<file path="src/rtl/flb_sdm_pkg.sv">
// Shared types and constants for the FLB sigma-delta modulator and its decimator.
// Latency: n/a (package only).
// Backpressure: n/a (package only).
package flb_sdm_pkg;

    // One decoded SDM sample, 0..3
    typedef logic [1:0] sdm_level_t;

    // Legal thermometer codes; anything else is a corrupted sample
    localparam logic [2:0] THRM_0 = 3'b000;
    localparam logic [2:0] THRM_1 = 3'b001;
    localparam logic [2:0] THRM_2 = 3'b011;
    localparam logic [2:0] THRM_3 = 3'b111;

    // Modulator output mean is SDM_OFFSET + x/256
    localparam int SDM_OFFSET = 1;

    typedef enum logic [1:0] {
        IDLE   = 2'd0,
        SETTLE = 2'd1,
        ACC    = 2'd2
    } dec_state_t;

    // Registered copy of the raw SDM input bundle
    typedef struct packed {
        logic       thrm_sel;
        logic [2:0] thrm;
        sdm_level_t bin;
    } sdm_sample_t;

    function automatic sdm_level_t thrm_popcount(input logic [2:0] code);
        return sdm_level_t'({1'b0, code[0]} + {1'b0, code[1]} + {1'b0, code[2]});
    endfunction

endpackage

</file>
<file path="src/rtl/sdm_thrm_decode.sv">
// Thermometer code to level decoder with illegal-code flag.
// Latency: combinational.
// Backpressure: none.
// Ports: thrm (3-bit code in), level (0..3 out), illegal (code not a thermometer).
module sdm_thrm_decode
    import flb_sdm_pkg::*;
(
    input  logic [2:0] thrm,
    output sdm_level_t level,
    output logic       illegal
);

    // Illegal codes still yield a usable level (their popcount) so a single
    // corrupted bit disturbs the window sum by at most one LSB.
    always_comb begin
        level   = thrm_popcount(thrm);
        illegal = 1'b1;
        case (thrm)
            THRM_0: begin level = 2'd0; illegal = 1'b0; end
            THRM_1: begin level = 2'd1; illegal = 1'b0; end
            THRM_2: begin level = 2'd2; illegal = 1'b0; end
            THRM_3: begin level = 2'd3; illegal = 1'b0; end
            default: ;
        endcase
    end

endmodule

</file>
<file path="src/rtl/sdm_decimator.sv">
// SDM stream decimator: integrates decoded levels over 2^WIN_LOG2 samples and recovers the 8-bit fractional word.
// Latency: dec_valid rises 2 edges after the edge capturing the last window sample into the input register.
// Backpressure: never stalls; an unread result is overwritten by the next one and dec_ovr is set.
// Ports: nsh_clk/nsh_rst_n; dec_en, thrm_sel, os_bin, os_thrm (stream in);
//        dec_data/dec_valid/dec_sat with dec_ready (result out); dec_ovr, thrm_err sticky, cleared by dec_ovr_clr.
module sdm_decimator
    import flb_sdm_pkg::*;
#(
    parameter int WIN_LOG2   = 8,   // legal 8..12
    parameter int SETTLE_CYC = 4    // legal 0..15
) (
    input  logic       nsh_clk,
    input  logic       nsh_rst_n,
    input  logic       dec_en,
    input  logic       thrm_sel,
    input  logic [1:0] os_bin,
    input  logic [2:0] os_thrm,
    input  logic       dec_ready,
    input  logic       dec_ovr_clr,
    output logic [7:0] dec_data,
    output logic       dec_valid,
    output logic       dec_sat,
    output logic       dec_ovr,
    output logic       thrm_err
);

    localparam int CW    = WIN_LOG2;        // sample / settle counter
    localparam int AW    = WIN_LOG2 + 2;    // accumulator, holds up to 3N
    localparam int RW    = WIN_LOG2 + 3;    // signed window result
    localparam int SHIFT = WIN_LOG2 - 8;

    localparam logic [CW-1:0]        SETTLE_LAST = CW'((SETTLE_CYC > 0) ? SETTLE_CYC - 1 : 0);
    localparam logic signed [RW-1:0] WIN_OFFSET  = RW'(SDM_OFFSET * (1 << WIN_LOG2));

    // ------------------------------------------------------------------
    // Input register: all decoding works on these copies
    // ------------------------------------------------------------------
    sdm_sample_t in_q;

    always_ff @(posedge nsh_clk or negedge nsh_rst_n) begin
        if (!nsh_rst_n) begin
            in_q <= '0;
        end else begin
            in_q <= '{thrm_sel: thrm_sel, thrm: os_thrm, bin: os_bin};
        end
    end

    // ------------------------------------------------------------------
    // Decode
    // ------------------------------------------------------------------
    sdm_level_t thrm_level;
    logic       thrm_illegal;
    sdm_level_t level;

    sdm_thrm_decode u_thrm_decode (
        .thrm    (in_q.thrm),
        .level   (thrm_level),
        .illegal (thrm_illegal)
    );

    assign level = in_q.thrm_sel ? thrm_level : in_q.bin;

    // ------------------------------------------------------------------
    // Window FSM and accumulator
    // ------------------------------------------------------------------
    dec_state_t           state_q, state_d;
    logic [CW-1:0]        cnt_q, cnt_d;
    logic [AW-1:0]        acc_q, acc_d;
    logic [AW-1:0]        sum;
    logic signed [RW-1:0] result;
    logic                 win_done;

    // The closing sample is folded in combinationally so the next window
    // starts on the very next sample with no gap.
    assign sum    = acc_q + AW'(level);
    assign result = $signed({1'b0, sum}) - WIN_OFFSET;

    always_ff @(posedge nsh_clk or negedge nsh_rst_n) begin
        if (!nsh_rst_n) begin
            state_q <= IDLE;
            cnt_q   <= '0;
            acc_q   <= '0;
        end else begin
            state_q <= state_d;
            cnt_q   <= cnt_d;
            acc_q   <= acc_d;
        end
    end

    always_comb begin
        state_d  = state_q;
        cnt_d    = cnt_q;
        acc_d    = acc_q;
        win_done = 1'b0;

        case (state_q)
            IDLE: begin
                cnt_d = '0;
                acc_d = '0;
                if (dec_en) begin
                    state_d = (SETTLE_CYC == 0) ? ACC : SETTLE;
                end
            end
            SETTLE: begin
                // Samples here are still polluted by the modulator pipeline
                if (cnt_q == SETTLE_LAST) begin
                    state_d = ACC;
                    cnt_d   = '0;
                end else begin
                    cnt_d = cnt_q + 1'b1;
                end
            end
            ACC: begin
                if (&cnt_q) begin
                    win_done = 1'b1;
                    cnt_d    = '0;
                    acc_d    = '0;
                end else begin
                    cnt_d = cnt_q + 1'b1;
                    acc_d = sum;
                end
            end
            default: begin
                state_d = IDLE;
                cnt_d   = '0;
                acc_d   = '0;
            end
        endcase

        // Disable wins over everything, including a window closing this cycle
        if (!dec_en) begin
            state_d  = IDLE;
            cnt_d    = '0;
            acc_d    = '0;
            win_done = 1'b0;
        end
    end

    // ------------------------------------------------------------------
    // Result pipeline stage, then scale and clamp
    // ------------------------------------------------------------------
    logic                 win_vld_q;
    logic signed [RW-1:0] win_res_q;
    logic signed [RW-1:0] scaled;
    logic                 clamp_lo;
    logic                 clamp_hi;
    logic [7:0]           sat_data;

    always_ff @(posedge nsh_clk or negedge nsh_rst_n) begin
        if (!nsh_rst_n) begin
            win_vld_q <= 1'b0;
            win_res_q <= '0;
        end else begin
            win_vld_q <= win_done;
            if (win_done) begin
                win_res_q <= result;
            end
        end
    end

    assign scaled   = win_res_q >>> SHIFT;
    assign clamp_lo = scaled[RW-1];
    assign clamp_hi = !scaled[RW-1] && (scaled[RW-2:8] != '0);
    assign sat_data = clamp_lo ? 8'h00 : (clamp_hi ? 8'hFF : scaled[7:0]);

    // ------------------------------------------------------------------
    // Output register, handshake and sticky flags
    // ------------------------------------------------------------------
    always_ff @(posedge nsh_clk or negedge nsh_rst_n) begin
        if (!nsh_rst_n) begin
            dec_data  <= '0;
            dec_valid <= 1'b0;
            dec_sat   <= 1'b0;
        end else if (win_vld_q) begin
            // A handshake on this same edge is simply absorbed by the reload
            dec_data  <= sat_data;
            dec_sat   <= clamp_lo | clamp_hi;
            dec_valid <= 1'b1;
        end else if (dec_valid && dec_ready) begin
            dec_valid <= 1'b0;
        end
    end

    always_ff @(posedge nsh_clk or negedge nsh_rst_n) begin
        if (!nsh_rst_n) begin
            dec_ovr  <= 1'b0;
            thrm_err <= 1'b0;
        end else begin
            if (win_vld_q && dec_valid && !dec_ready) begin
                dec_ovr <= 1'b1;
            end else if (dec_ovr_clr) begin
                dec_ovr <= 1'b0;
            end

            if (in_q.thrm_sel && thrm_illegal && (state_q != IDLE)) begin
                thrm_err <= 1'b1;
            end else if (dec_ovr_clr) begin
                thrm_err <= 1'b0;
            end
        end
    end

endmodule

</file>
<file path="config.mk">
export PLATFORM = sky130hd
export DESIGN_NAME = sdm_decimator
export DESIGN_NICKNAME = d
export VERILOG_FILES = /design/src/rtl/flb_sdm_pkg.sv /design/src/rtl/sdm_thrm_decode.sv /design/src/rtl/sdm_decimator.sv
export SDC_FILE = /design/constraint.sdc
export NUM_CORES = 1
export LEC_CHECK = 0
export BUFFER_PORTS_ARGS = -buffer_cell sky130_fd_sc_hd__buf_2
export CELL_PAD_IN_SITES_DETAIL_PLACEMENT = 1
export CELL_PAD_IN_SITES_GLOBAL_PLACEMENT = 2
export CORE_MARGIN = 8
export CORE_UTILIZATION = 38
export DETAILED_ROUTE_END_ITERATION = 6
export PLACE_DENSITY_LB_ADDON = 0.1
export SETUP_SLACK_MARGIN = 0.2
export SLEW_MARGIN = 30
export SYNTH_ARGS = -nofsm -noshare
export SYNTH_HDL_FRONTEND = slang
export SYNTH_SLANG_ARGS = --single-unit
export TNS_END_PERCENT = 100
</file>
<file path="constraint.sdc">
create_clock -name nsh_clk -period 3.3 [get_ports nsh_clk]
set_input_delay 0.33 -clock nsh_clk [delete_from_list [all_inputs] [get_ports nsh_clk]]
set_output_delay 0.33 -clock nsh_clk [all_outputs]
set_load 0.05 [all_outputs]
</file>
; Word-level counts from Yosys, hierarchy flattened
; Index checks and enable logic that the tools add are counted.
[totals]
ff_bits = 50
mem_bits_ro = 0
latchBits = 0
out_inout_bits = 12
ram_bits = 0
n_memories = 0
[classes]
n_eq_ne = 9
multipliers = 0
bitwise_logic = 1
div_mod_pow = 0
n_mux = 23
reduce_logical = 18
n_lt_le_gt_ge = 0
n_shift = 0
addsub = 5
[op_table]
columns = operator, n
row1 = $mux W8, 5
row2 = $mux W10, 2
row3 = $pmux W10 S2, 1
row4 = $pmux W8 S2, 1
row5 = $sub A10 B9 Y11 const B, 1
row6 = $add A10 B2 Y10, 1
row7 = $reduce_bool A2 Y1, 5
row8 = $mux W1, 9
row9 = $add A8 B1 Y8 const B, 1
row10 = $eq A8 B2 Y1 const B, 1
row11 = $pmux W2 S4, 1
row12 = $reduce_and A8 Y1, 1
row13 = $logic_and A1 B1 Y1, 6
row14 = $mux W2, 3
row15 = $pmux W2 S3, 1
row16 = $ne A2 B2 Y1 const B, 2
row17 = $reduce_or A4 Y1, 1
row18 = $eq A3 B1 Y1 const B, 1
row19 = $eq A3 B2 Y1 const B, 1
row20 = $eq A3 B3 Y1 const B, 1
row21 = $logic_not A3 Y1, 1
row22 = $ne A3 B3 Y1 const B, 1
row23 = $add A1 B1 Y2, 1
row24 = $add A2 B1 Y2, 1
row25 = other kinds (6), 7

; Logic depth before layout (Yosys ltp)
; Gate-level depths: netlist of the first run.
[logic_depth]
word_depth = 8
ltp_mapped = 10

; By module
; From an unflattened synthesis of the first run, not the netlist that was laid out.
[unflattened]
cells_unflattened = 217
hier_area_um2 = 2387.3
[by_module_without_submodules]
columns = mod, cells_per_inst, area_per_inst_um2, instances
row1 = sdm_decimator, 214, 2353.5, 1
row2 = sdm_thrm_decode, 3, 33.8, 1

; Worst setup path after synthesis of the first run
; Ideal clock, no wire load.
[synth_path]
path_kind = reg-to-reg
startpoint = register in_q[2] (netlist bit)
endpoint = register win_res_q[9], in the netlist scaled[9]
n_path_buf = 0
synth_period_minus_slack_ns = 2.518
setup_ns = 0.076
path_slack_ns = 0.782
arrival_ns = 2.442
required_ns = 3.224
stages_incl_launch_ff = 10
path_cell_list = dfrtp_1 fa_1 mux2_2 ha_1 inv_1 fa_1 nor3_2 xnor2_1 ha_1 o21ai_1
[synth_between]
elab_chain_cells = 6
word_cells_on_any_way = 10
[synth_lines]
columns = item, line_no
row1 = start: declaration, sdm_decimator.sv:38  ; sdm_sample_t in_q;
row2 = start signal: assignment, sdm_decimator.sv:44  ; in_q <= '{thrm_sel: thrm_sel, thrm: os_thrm, bin: os_bin};
row3 = $add A1 B1 Y2, flb_sdm_pkg.sv:32  ; return sdm_level_t'({1'b0, code[0]} + {1'b0, code[1]} + {1'b0, code[2]});
row4 = $add A2 B1 Y2, flb_sdm_pkg.sv:32
row5 = $pmux W2 S4 *, sdm_thrm_decode.sv:18  ; case (thrm)
row6 = $mux W2 *, sdm_decimator.sv:61  ; assign level = in_q.thrm_sel ? thrm_level : in_q.bin;
row7 = $add A10 B2 Y10 *, sdm_decimator.sv:75  ; assign sum = acc_q + AW'(level);
row8 = $sub A10 B9 Y11 *, sdm_decimator.sv:76  ; assign result = $signed({1'b0, sum}) - WIN_OFFSET;
row9 = end signal: assignment, sdm_decimator.sv:156  ; win_res_q <= result;
row10 = end: declaration, sdm_decimator.sv:143  ; logic signed [RW-1:0] win_res_q;
; Mark *: on every way between the ends. The rest lies on a longest branch, timed or not.
; A chain may end at the register's enable or synchronous reset.

; Final worst setup path of the first run
; Ends and elaborated chain as after synthesis.

==> results of run 1 <==
==> final cells by class <==
cell class	count	share of cell area, %
timing repair buffer	23	4.49
sequential	50	46.8
clock inverter	2	1.40
inverter	13	1.82
multi-input combinational	150	39.2
tap	77	3.60
clock buffer	6	2.71
==> per-layer routing <==
layer / wire length, um / up-vias
met1: 2160 / 773
met5: 0 / -
met3: 228 / 6
met4: 65 / 0
met2: 2240 / 19
li1: - / 788
==> where the power goes <==
| group | switching (uW) | total [uW] | internal, uW | leakage, uW |
|---|---|---|---|---|
| combinational | 129 | 195 | 66.1 | 0.000557 |
| clock | 209 | 436 | 227 | 0.0000514 |
| sequential | 22.4 | 657 | 635 | 0.000682 |
| total | 360 | 1290 | 927 | 0.00129 |
==> path summary, 6_finish.rpt <==
kind / startpoint / to / slack (ps) / cells after the start
min in group nsh_clk: os_bin[0] / in_q[0]$_DFF_PN0_ / 130 / 1
worst max register to register: in_q[2]$_DFF_PN0_ / scaled[9]$_DFFE_PN0P_ / 530 / 9
max in group asynchronous: nsh_rst_n / cnt_q[0]$_DFF_PN0_ / 2760 / 2
worst max-delay path: in_q[2]$_DFF_PN0_ / scaled[9]$_DFFE_PN0P_ / 530 / 9
worst min register to register: scaled[9]$_DFFE_PN0P_ / scaled[9]$_DFFE_PN0P_ / 490 / 2
worst min-delay path: nsh_rst_n / in_q[5]$_DFF_PN0_ / 2 / 1
==> per-stage QoR <==
step | instance area [um2] | utilization (%) | worst slack [ps] | total power, uW | cells
after global placement | 2560 | 41.3 | 628 | 871 | 313
after floorplan | 2390 | - | 782 | 807 | 220
after detailed placement | 2560 | 41.3 | 571 | 869 | 313
after global routing | 2680 | 43.1 | 372 | 1360 | 321
final | 2680 | 43.1 | 531 | 1290 | 321
after CTS | 2670 | 43.1 | 538 | 1310 | 321
==> state kept, by name, indices dropped and copies added, names as in the netlist, 2 cells and up <==
register	flops
state_q	2
in_q	6
dec_data	8
acc_q	10
scaled	11
cnt_q	8
==> cells in the mapped netlist (all sizes together), types with 2 or more instances <==
| master | instances |
|---|---|
| mux2i | 3 |
| o21ai | 9 |
| xor2 | 10 |
| a21o | 2 |
| nand3 | 5 |
| nor4b | 2 |
| a32o | 4 |
| and3 | 2 |
| a21oi | 5 |
| nand2 | 29 |
| ha | 8 |
| nand4 | 2 |
| fa | 2 |
| a21boi | 2 |
| mux2 | 12 |
| nor2 | 27 |
| inv | 13 |
| a31oi | 8 |
| nor3 | 5 |
| xnor2 | 4 |
| buf | 4 |
| dfrtp | 50 |
| clkbuf | 3 |
==> cells in the final DEF (no fill, tap or decap), drive strengths merged, types with 2 or more instances in the layout <==
master	Yosys	layout
buf	4	23
o21ai	9	9
inv	13	13
nor4b	2	2
nor3	5	5
clkbuf	3	6
a21boi	2	2
xnor2	4	4
a21o	2	2
nor2	27	27
a32o	4	4
and3	2	2
dfrtp	50	50
fa	2	2
nand3	5	5
mux2	12	12
nand4	2	2
xor2	10	10
nand2	29	29
a31oi	8	8
mux2i	3	3
ha	8	8
a21oi	5	5
==> logic make-up (layout without fill, tap and decap cells) <==
kind of cell	Yosys count	after routing	share of synthesized area [%]
AND/OR/NAND/NOR	77	77	16.2
flip-flops	50	50	52.4
AO/OA/AOI/OAI	34	34	9.91
buffers and inverters	20	44	3.57
multiplexers	15	15	6.92
XOR/XNOR	14	14	5.14
adder cells (fa/ha/maj)	10	10	5.87
==> run_results.csv, run 1 <==
group,metric,value,unit
timing,worst_slew_pin_slew,661,ps
floorplan,dieHeight,95.2,um
timing,rsz0062_at_grt,"no",
timing,setup-tns-final,0,ps
global_route,grt_pass1_vias,1697,
layout,layout.area.seq,0.00125,mm2
layout,fill_cells,705,
clock_tree,clkLatencyLatePin,300,ps
worst_setup_path,start_kind,"register",
global_route,grt_max_degree,43,
logic_synthesis,synth_seq_cells,50,
worst_setup_path,crit_slowest_cell,"fa_1",
placed_design,dpl.hpwl,3.45,mm
layout,drive_gt1_share,21.3,%
placed_design,io_buffers,22,
floorplan,fp.dieW,95.2,um
placed_design,place.gp.congestion,0.711,
global_route,top_usage_layer,"met2",
layout,multi_input_area,0.00105,mm2
logic_synthesis,synthesis.nets,241,
clock_tree,path_clk_slew,90,ps
logic_synthesis,post_synth.cell_area_avg,10.8,um2
drt,drc_errors,0,
clock_tree,ctsHtreeMaxLevel,2,
clock_tree,cts_hold_buffers,0,
global_route,antenna_found_initial,0,
global_route,track_usage,11.6,%
global_route,grt_util_met2,18.6,%
drt,vias_per_cell,4.94,
global_route,gr-usage-met1,14.8,%
worst_setup_path,cp-end-kind,"register",
pwr,ir_worst_vdd,0.187,mV
worst_setup_path,path_cells,"fa_1 > mux2_2 > ha_1 > inv_1 > fa_1 > nor3_2 > xnor2_1 > ha_1 > o21ai_1",
clock_tree,numCtsBuffers,5,
logic_synthesis,synth_top_area_cell,"dfrtp_1",
logic_synthesis,netlist_instances,220,
clock_tree,cts_setup_buffers,0,
clock_tree,clockBufferDepth,2,
worst_setup_path,max_stage_delay,560,ps
drt,wl_per_cell,14.6,um
logic_synthesis,synth_area,0.00239,mm2
clock_tree,cts_sinks,50,
layout,syn_to_final_growth,12.2,%
timing,max_freq,361,MHz
worst_setup_path,critPathKind,"reg2reg",
floorplan,initial_core_util,38.5,%
pwr,p_leak,0.00129,uW
job,max_cap_viol_count,0,
worst_setup_path,arrival,2990,ps
global_route,overflow,0,
timing,hold_violations,0,
logic_synthesis,synth_ff_type,"dfrtp_1",
logic_synthesis,synth-edff-count,0,
logic_synthesis,synth.distinct_cells,43,
global_route,grt_pass1_wl,8.38,mm
layout,nets,264,
clock_tree,cts.repair.resized,0,
timing,slew_viol_final,0,
layout,n_antenna_cell,0,
clock_tree,cts_tree,"done",
logic_synthesis,postSynth.asyncResetShare,100,%
logic_synthesis,ys_warn_count,0,
timing,fin_skew,8.45,ps
drt,first_pass_iters,4,
floorplan,rows,29,
clock_tree,clk_root_buffer_cell,"clkbuf_8",
timing,holdWs,1.65,ps
timing,fin_crit_sh,83.9,%
drt,wl,4.69,mm
timing,setup_viol,0,
run_status,status,"finished, final reports clean",
worst_setup_path,cp_num_buf_inv,1,
worst_setup_path,cp_top_family,"adder cells",
logic_synthesis,ys_top_cells_by_area,"dfrtp_1, mux2_2, nand2_1",
drt,ant_nets,0,
drt,drt_iter0_drc,43,
floorplan,pin_count,23,
timing,period_minus_slack,2770,ps
min_path,hold_path.class,"in2async",
worst_setup_path,critPathMaxFanout,6,
logic_synthesis,seq_area_frac_synth,52.4,%
logic_synthesis,yosysTopAreaCellShare,52.4,%
global_route,use_met3,2.99,%
timing,maxSlewHeadroom,55.8,%
drt,num_vias,1586,
floorplan,fp.coreArea,0.00620,mm2
pwr,power_density,481,mW/mm2
floorplan,die_area,0.00907,mm2
worst_setup_path,crit_required,3520,ps
Note: power is estimated with default switching activity, not from simulation.
==> run 2: changes to the inputs <==
clock period = 2.75 ns   (was 3.3 ns; I/O delays follow)
==> run 2 against run 1 <==
Core utilization up 1.9 points. Routed wire length is 1.2% higher. Setup slack worse by 250 ps. Clock-buffer cell count is the same. Flip-flop and latch count unchanged. Largest power group unchanged. Total power is 29% higher. Global-route usage down 0.089 points. Highest routed layer unchanged. Die area did not move. Via count rose by 0.95%.
==> run_results.csv, run 2 (synthesis gave the netlist of run 1 again) <==
group,metric,value,unit
timing,fin_crit_sh,89.9,%
drt,num_vias,1601,
timing,rsz0062_at_grt,"yes",
global_route,antenna_found_initial,0,
floorplan,fp.dieW,95.2,um
global_route,overflow,0,
clock_tree,path_clk_slew,90,ps
layout,mostFrequentLayoutCell,"dfrtp_1",
drt,wl,4.75,mm
worst_setup_path,cp-end-kind,"register",
timing,slew_viol_final,0,
layout,fill_cells,700,
worst_setup_path,start_kind,"register",
floorplan,rows,29,
layout,nets,269,
floorplan,dieHeight,95.2,um
timing,max_freq,404,MHz
clock_tree,clkLatencyLatePin,300,ps
worst_setup_path,critPathKind,"reg2reg",
floorplan,pin_count,23,
global_route,grt_pass1_wl,8.28,mm
floorplan,fp.coreArea,0.00620,mm2
layout,largest_reg_flops,11,
worst_setup_path,cp-endpoint,"scaled[6]$_DFFE_PN0P_",
global_route,track_usage,11.5,%
clock_tree,cts_sinks,50,
timing,setup_viol,0,
layout,final_cell_mix,"dfrtp_1, nand2_1, nor2_1",
floorplan,initial_core_util,38.5,%
worst_setup_path,r2r_cells,8,
drt,vias_per_cell,4.91,
pwr,power_density,596,mW/mm2
worst_setup_path,crit-reg2reg-capture,"scaled[6]$_DFFE_PN0P_",
pwr,ir_worst_vdd,0.287,mV
global_route,grt_pass1_vias,1696,
placed_design,place_area,0.00257,mm2
layout,n_antenna_cell,0,
clock_tree,clk_root_buffer_cell,"clkbuf_8",
global_route,grt_max_degree,30,
worst_setup_path,r2r-start,"in_q[2]$_DFF_PN0_",
drt,drt_iter0_drc,22,
layout,final_util,45.0,%
timing,maxSlewHeadroom,56.9,%
worst_setup_path,arrival,2660,ps
clock_tree,cts_tree,"done",
drt,first_pass_iters,4,
timing,worst_slew_pin_slew,645,ps
drt,drc_errors,0,
worst_setup_path,crit_required,2940,ps
placed_design,io_buffers,22,
job,max_cap_viol_count,0,
timing,period_minus_slack,2470,ps
layout,multi_input_area,0.00110,mm2
min_path,hold_path.class,"in2reg",
layout,drive_gt1_share,25.7,%
worst_setup_path,regToRegSetupSlack,280,ps
drt,ant_nets,0,
timing,fin_skew,5.60,ps
layout,syn_to_final_growth,17.0,%
clock_tree,numCtsBuffers,5,
floorplan,die_area,0.00907,mm2
pwr,p_leak,0.00137,uW
timing,setup-tns-final,0,ps
worst_setup_path,setup.worst_path.start,"in_q[2]$_DFF_PN0_",
layout,layout.area.seq,0.00125,mm2
placed_design,place.gp.congestion,0.692,
layout,design_area,0.00279,mm2
timing,hold_violations,0,
worst_setup_path,critPathMaxFanout,3,
drt,wl_per_cell,14.6,um
clock_tree,clockBufferDepth,2,
run_status,status,"finished, final reports clean",
placed_design,dpl.hpwl,3.52,mm
clock_tree,ctsHtreeMaxLevel,2,
==> run 2: area by class of cell <==
type / count / area share [%]
Multi-Input combinational cell: 150 / 39.2
Clock buffer: 6 / 2.96
Tap cell: 77 / 3.45
Timing Repair Buffer: 28 / 5.65
Inverter: 13 / 1.75
Clock inverter: 2 / 2.15
Sequential cell: 50 / 44.8
==> run 2: power by group <==
group          internal, uW  switching, uW
combinational          86.3            158
clock                   388            243
sequential              762           26.8
total                  1240            428
==> run 2: how the worst min path moves through the flow <==
stage                     from                   end  slack, ps  cells past startpoint
CTS                 os_thrm[1]     in_q[3]$_DFF_PN0_         60                      1
global route         os_bin[1]     in_q[1]$_DFF_PN0_         60                      1
floorplan            nsh_rst_n  acc_q[0]$_DFFE_PN0P_        -20                      0
finish               os_bin[1]     in_q[1]$_DFF_PN0_         80                      1
global placement     nsh_rst_n  thrm_err$_DFFE_PN0P_        270                      1
detailed placement   nsh_rst_n  thrm_err$_DFFE_PN0P_        280                      1
==> run 2: layer usage <==
metal	vias to the layer above	track usage (%)	wire length, um
met5	-	0	0
met4	0	5.07	79
met3	8	2.36	207
met2	19	19.2	2280
met1	773	14.1	2190
li1	801	-	-
==> run 2: worst max-delay path: stages, from the launching register on <==
cell and delay (ps):
dfrtp_1 410, fa_1 550, mux2_2 140, ha_2 190, inv_1 60, fa_2 380
or3b_4 420, xor2_1 170, o21ai_2 60
==> run 2: stage by stage <==
step	hold WS (ps)	total power, uW	worst slack [ps]	std cells
finish	75.1	1660	277	326
global placement	271	1040	154	314
global route	55.9	1760	157	326
CTS	62.0	1700	223	323
floorplan	-20.6	969	232	220
detailed placement	277	1050	119	314
==> run 2: timing repair <==
item | in CTS | in global routing
gates resized for setup | 2 | 7
setup buffers | 0 | 3
endpoints found under the hold margin | 21 | 0
pin swaps | 2 | 4
endpoints found under the setup margin | 2 | 5
hold buffers | 1 | 0
==> run 3: changes to the inputs <==
MAX_ROUTING_LAYER = met4   (was not set)
==> run 3 against run 2 <==
Sequential share of layout area did not move. Critical path depth did not move. Highest routed layer unchanged. Hold slack barely moved. Global-route usage rose by 0.35 points. Die area did not move. Clock power barely moved. Critical path type unchanged. Via count barely moved. Cell count did not move. Flip-flop and latch count did not move. Core utilization did not move. Combinational power barely moved. Setup slack barely moved.
==> run_results.csv, run 3 (synthesis gave the netlist of run 1 again) <==
group,metric,value,unit
run_status,status,"finished, final reports clean",
timing,max_freq,404,MHz
timing,maxSlewHeadroom,56.9,%
global_route,grt_pass1_wl,8.29,mm
timing,period_minus_slack,2470,ps
timing,fin_skew,5.60,ps
global_route,track_usage,11.9,%
floorplan,fp.coreArea,0.00620,mm2
clock_tree,clockBufferDepth,2,
floorplan,dieHeight,95.2,um
drt,first_pass_iters,4,
pwr,p_leak,0.00137,uW
layout,fill_cells,700,
clock_tree,cts_sinks,50,
clock_tree,clk_root_buffer_cell,"clkbuf_8",
drt,drc_errors,0,
clock_tree,clkLatencyLatePin,300,ps
clock_tree,path_clk_slew,90,ps
drt,wl,4.75,mm
global_route,gr-usage-met1,14.1,%
global_route,grt_pass1_vias,1693,
layout,final_cells,326,
clock_tree,ctsHtreeMaxLevel,2,
floorplan,pin_count,23,
timing,hold_violations,0,
drt,drt_iter0_drc,22,
global_route,grt_max_degree,30,
placed_design,dpl.hpwl,3.52,mm
layout,n_antenna_cell,0,
clock_tree,cts_tree,"done",
layout,largest_reg_flops,11,
drt,ant_nets,0,
timing,setup-tns-final,0,ps
global_route,use_met3,2.36,%
placed_design,place.gp.congestion,0.700,
layout,layout.area.seq,0.00125,mm2
placed_design,dp.cells,314,
layout,multi_input_area,0.00110,mm2
layout,nets,269,
layout,final_util,45.0,%
job,max_cap_viol_count,0,
global_route,overflow,0,
pwr,power_density,596,mW/mm2
floorplan,fp.dieW,95.2,um
layout,drive_gt1_share,25.7,%
layout,mostFrequentLayoutCell,"dfrtp_1",
timing,worst_slew_pin_slew,645,ps
drt,num_vias,1602,
worst_setup_path,crit_required,2940,ps
min_path,hold_path.class,"in2reg",
global_route,grt_util_met2,19.2,%
pwr,ir_worst_vdd,0.287,mV
timing,slew_viol_final,0,
worst_setup_path,critPathKind,"reg2reg",
worst_setup_path,arrival,2660,ps
layout,final_cell_mix,"dfrtp_1, nand2_1, nor2_1",
drt,wl_per_cell,14.6,um
worst_setup_path,cp-end-kind,"register",
timing,fin_crit_sh,89.9,%
placed_design,io_buffers,22,
worst_setup_path,critPathMaxFanout,3,
global_route,antenna_found_initial,0,
floorplan,rows,29,
global_route,top_usage_layer,"met2",
timing,setup_viol,0,
clock_tree,numCtsBuffers,5,
timing,rsz0062_at_grt,"yes",
floorplan,initial_core_util,38.5,%
worst_setup_path,start_kind,"register",
layout,syn_to_final_growth,17.0,%
floorplan,die_area,0.00907,mm2
drt,vias_per_cell,4.91,
## run 3: final timing paths
kind                                        from                     to  slack, ps  depth (start not counted)
setup / recovery               in_q[2]$_DFF_PN0_  scaled[6]$_DFFE_PN0P_        280                          8
hold / removal                         os_bin[1]      in_q[1]$_DFF_PN0_         70                          1
hold reg to reg            scaled[0]$_DFFE_PN0P_  scaled[0]$_DFFE_PN0P_        490                          2
max in group asynchronous              nsh_rst_n  scaled[8]$_DFFE_PN0P_       1510                          3
min in group asynchronous              nsh_rst_n   thrm_err$_DFFE_PN0P_        470                          2
setup reg to reg               in_q[2]$_DFF_PN0_  scaled[6]$_DFFE_PN0P_        280                          8
## run 3: power breakdown
group / switching, uW / total [uW] / internal [uW]
Clock: 244 / 632 / 388
Sequential: 26.8 / 788 / 762
Combinational: 158 / 245 / 86.4
## run 3: area by class of cell
type / instances / area share, %
inverter: 13 / 1.75
clock inverter: 2 / 2.15
tap: 77 / 3.45
timing repair buffer: 28 / 5.65
multi-input combinational: 150 / 39.2
clock buffer: 6 / 2.96
sequential: 50 / 44.8
## run 3: through the flow
stage	hold slack (ps)	setup WS [ps]	total power, uW	instance area [um2]
2_1_floorplan	-20.6	232	969	2390
3_3_place_gp	271	154	1040	2570
3_5_place_dp	277	119	1050	2570
4_1_cts	62.0	223	1700	2730
5_1_grt	55.9	157	1760	2790
6_report	74.8	277	1660	2790
## run 3: worst max-delay path: stages (launching register included)
cell and delay [ps]:
dfrtp_1 410, fa_1 550, mux2_2 140, ha_2 190
inv_1 60, fa_2 380, or3b_4 420, xor2_1 170
o21ai_2 60
## run 3: what timing repair did
item,4_1_cts,5_1_grt
hold buffers,1,0
hold endpoints to repair,21,0
gates resized for setup,2,7
pin swaps,2,4
endpoints found under the setup margin,2,5
setup buffers,0,3
## run 3: layer usage
metal / share of wire [%] / up-vias
li1: - / 801
met1: 46 / 774
met2: 48 / 19
met3: 4.4 / 8
met4: 1.7 / 0
met5: 0 / -
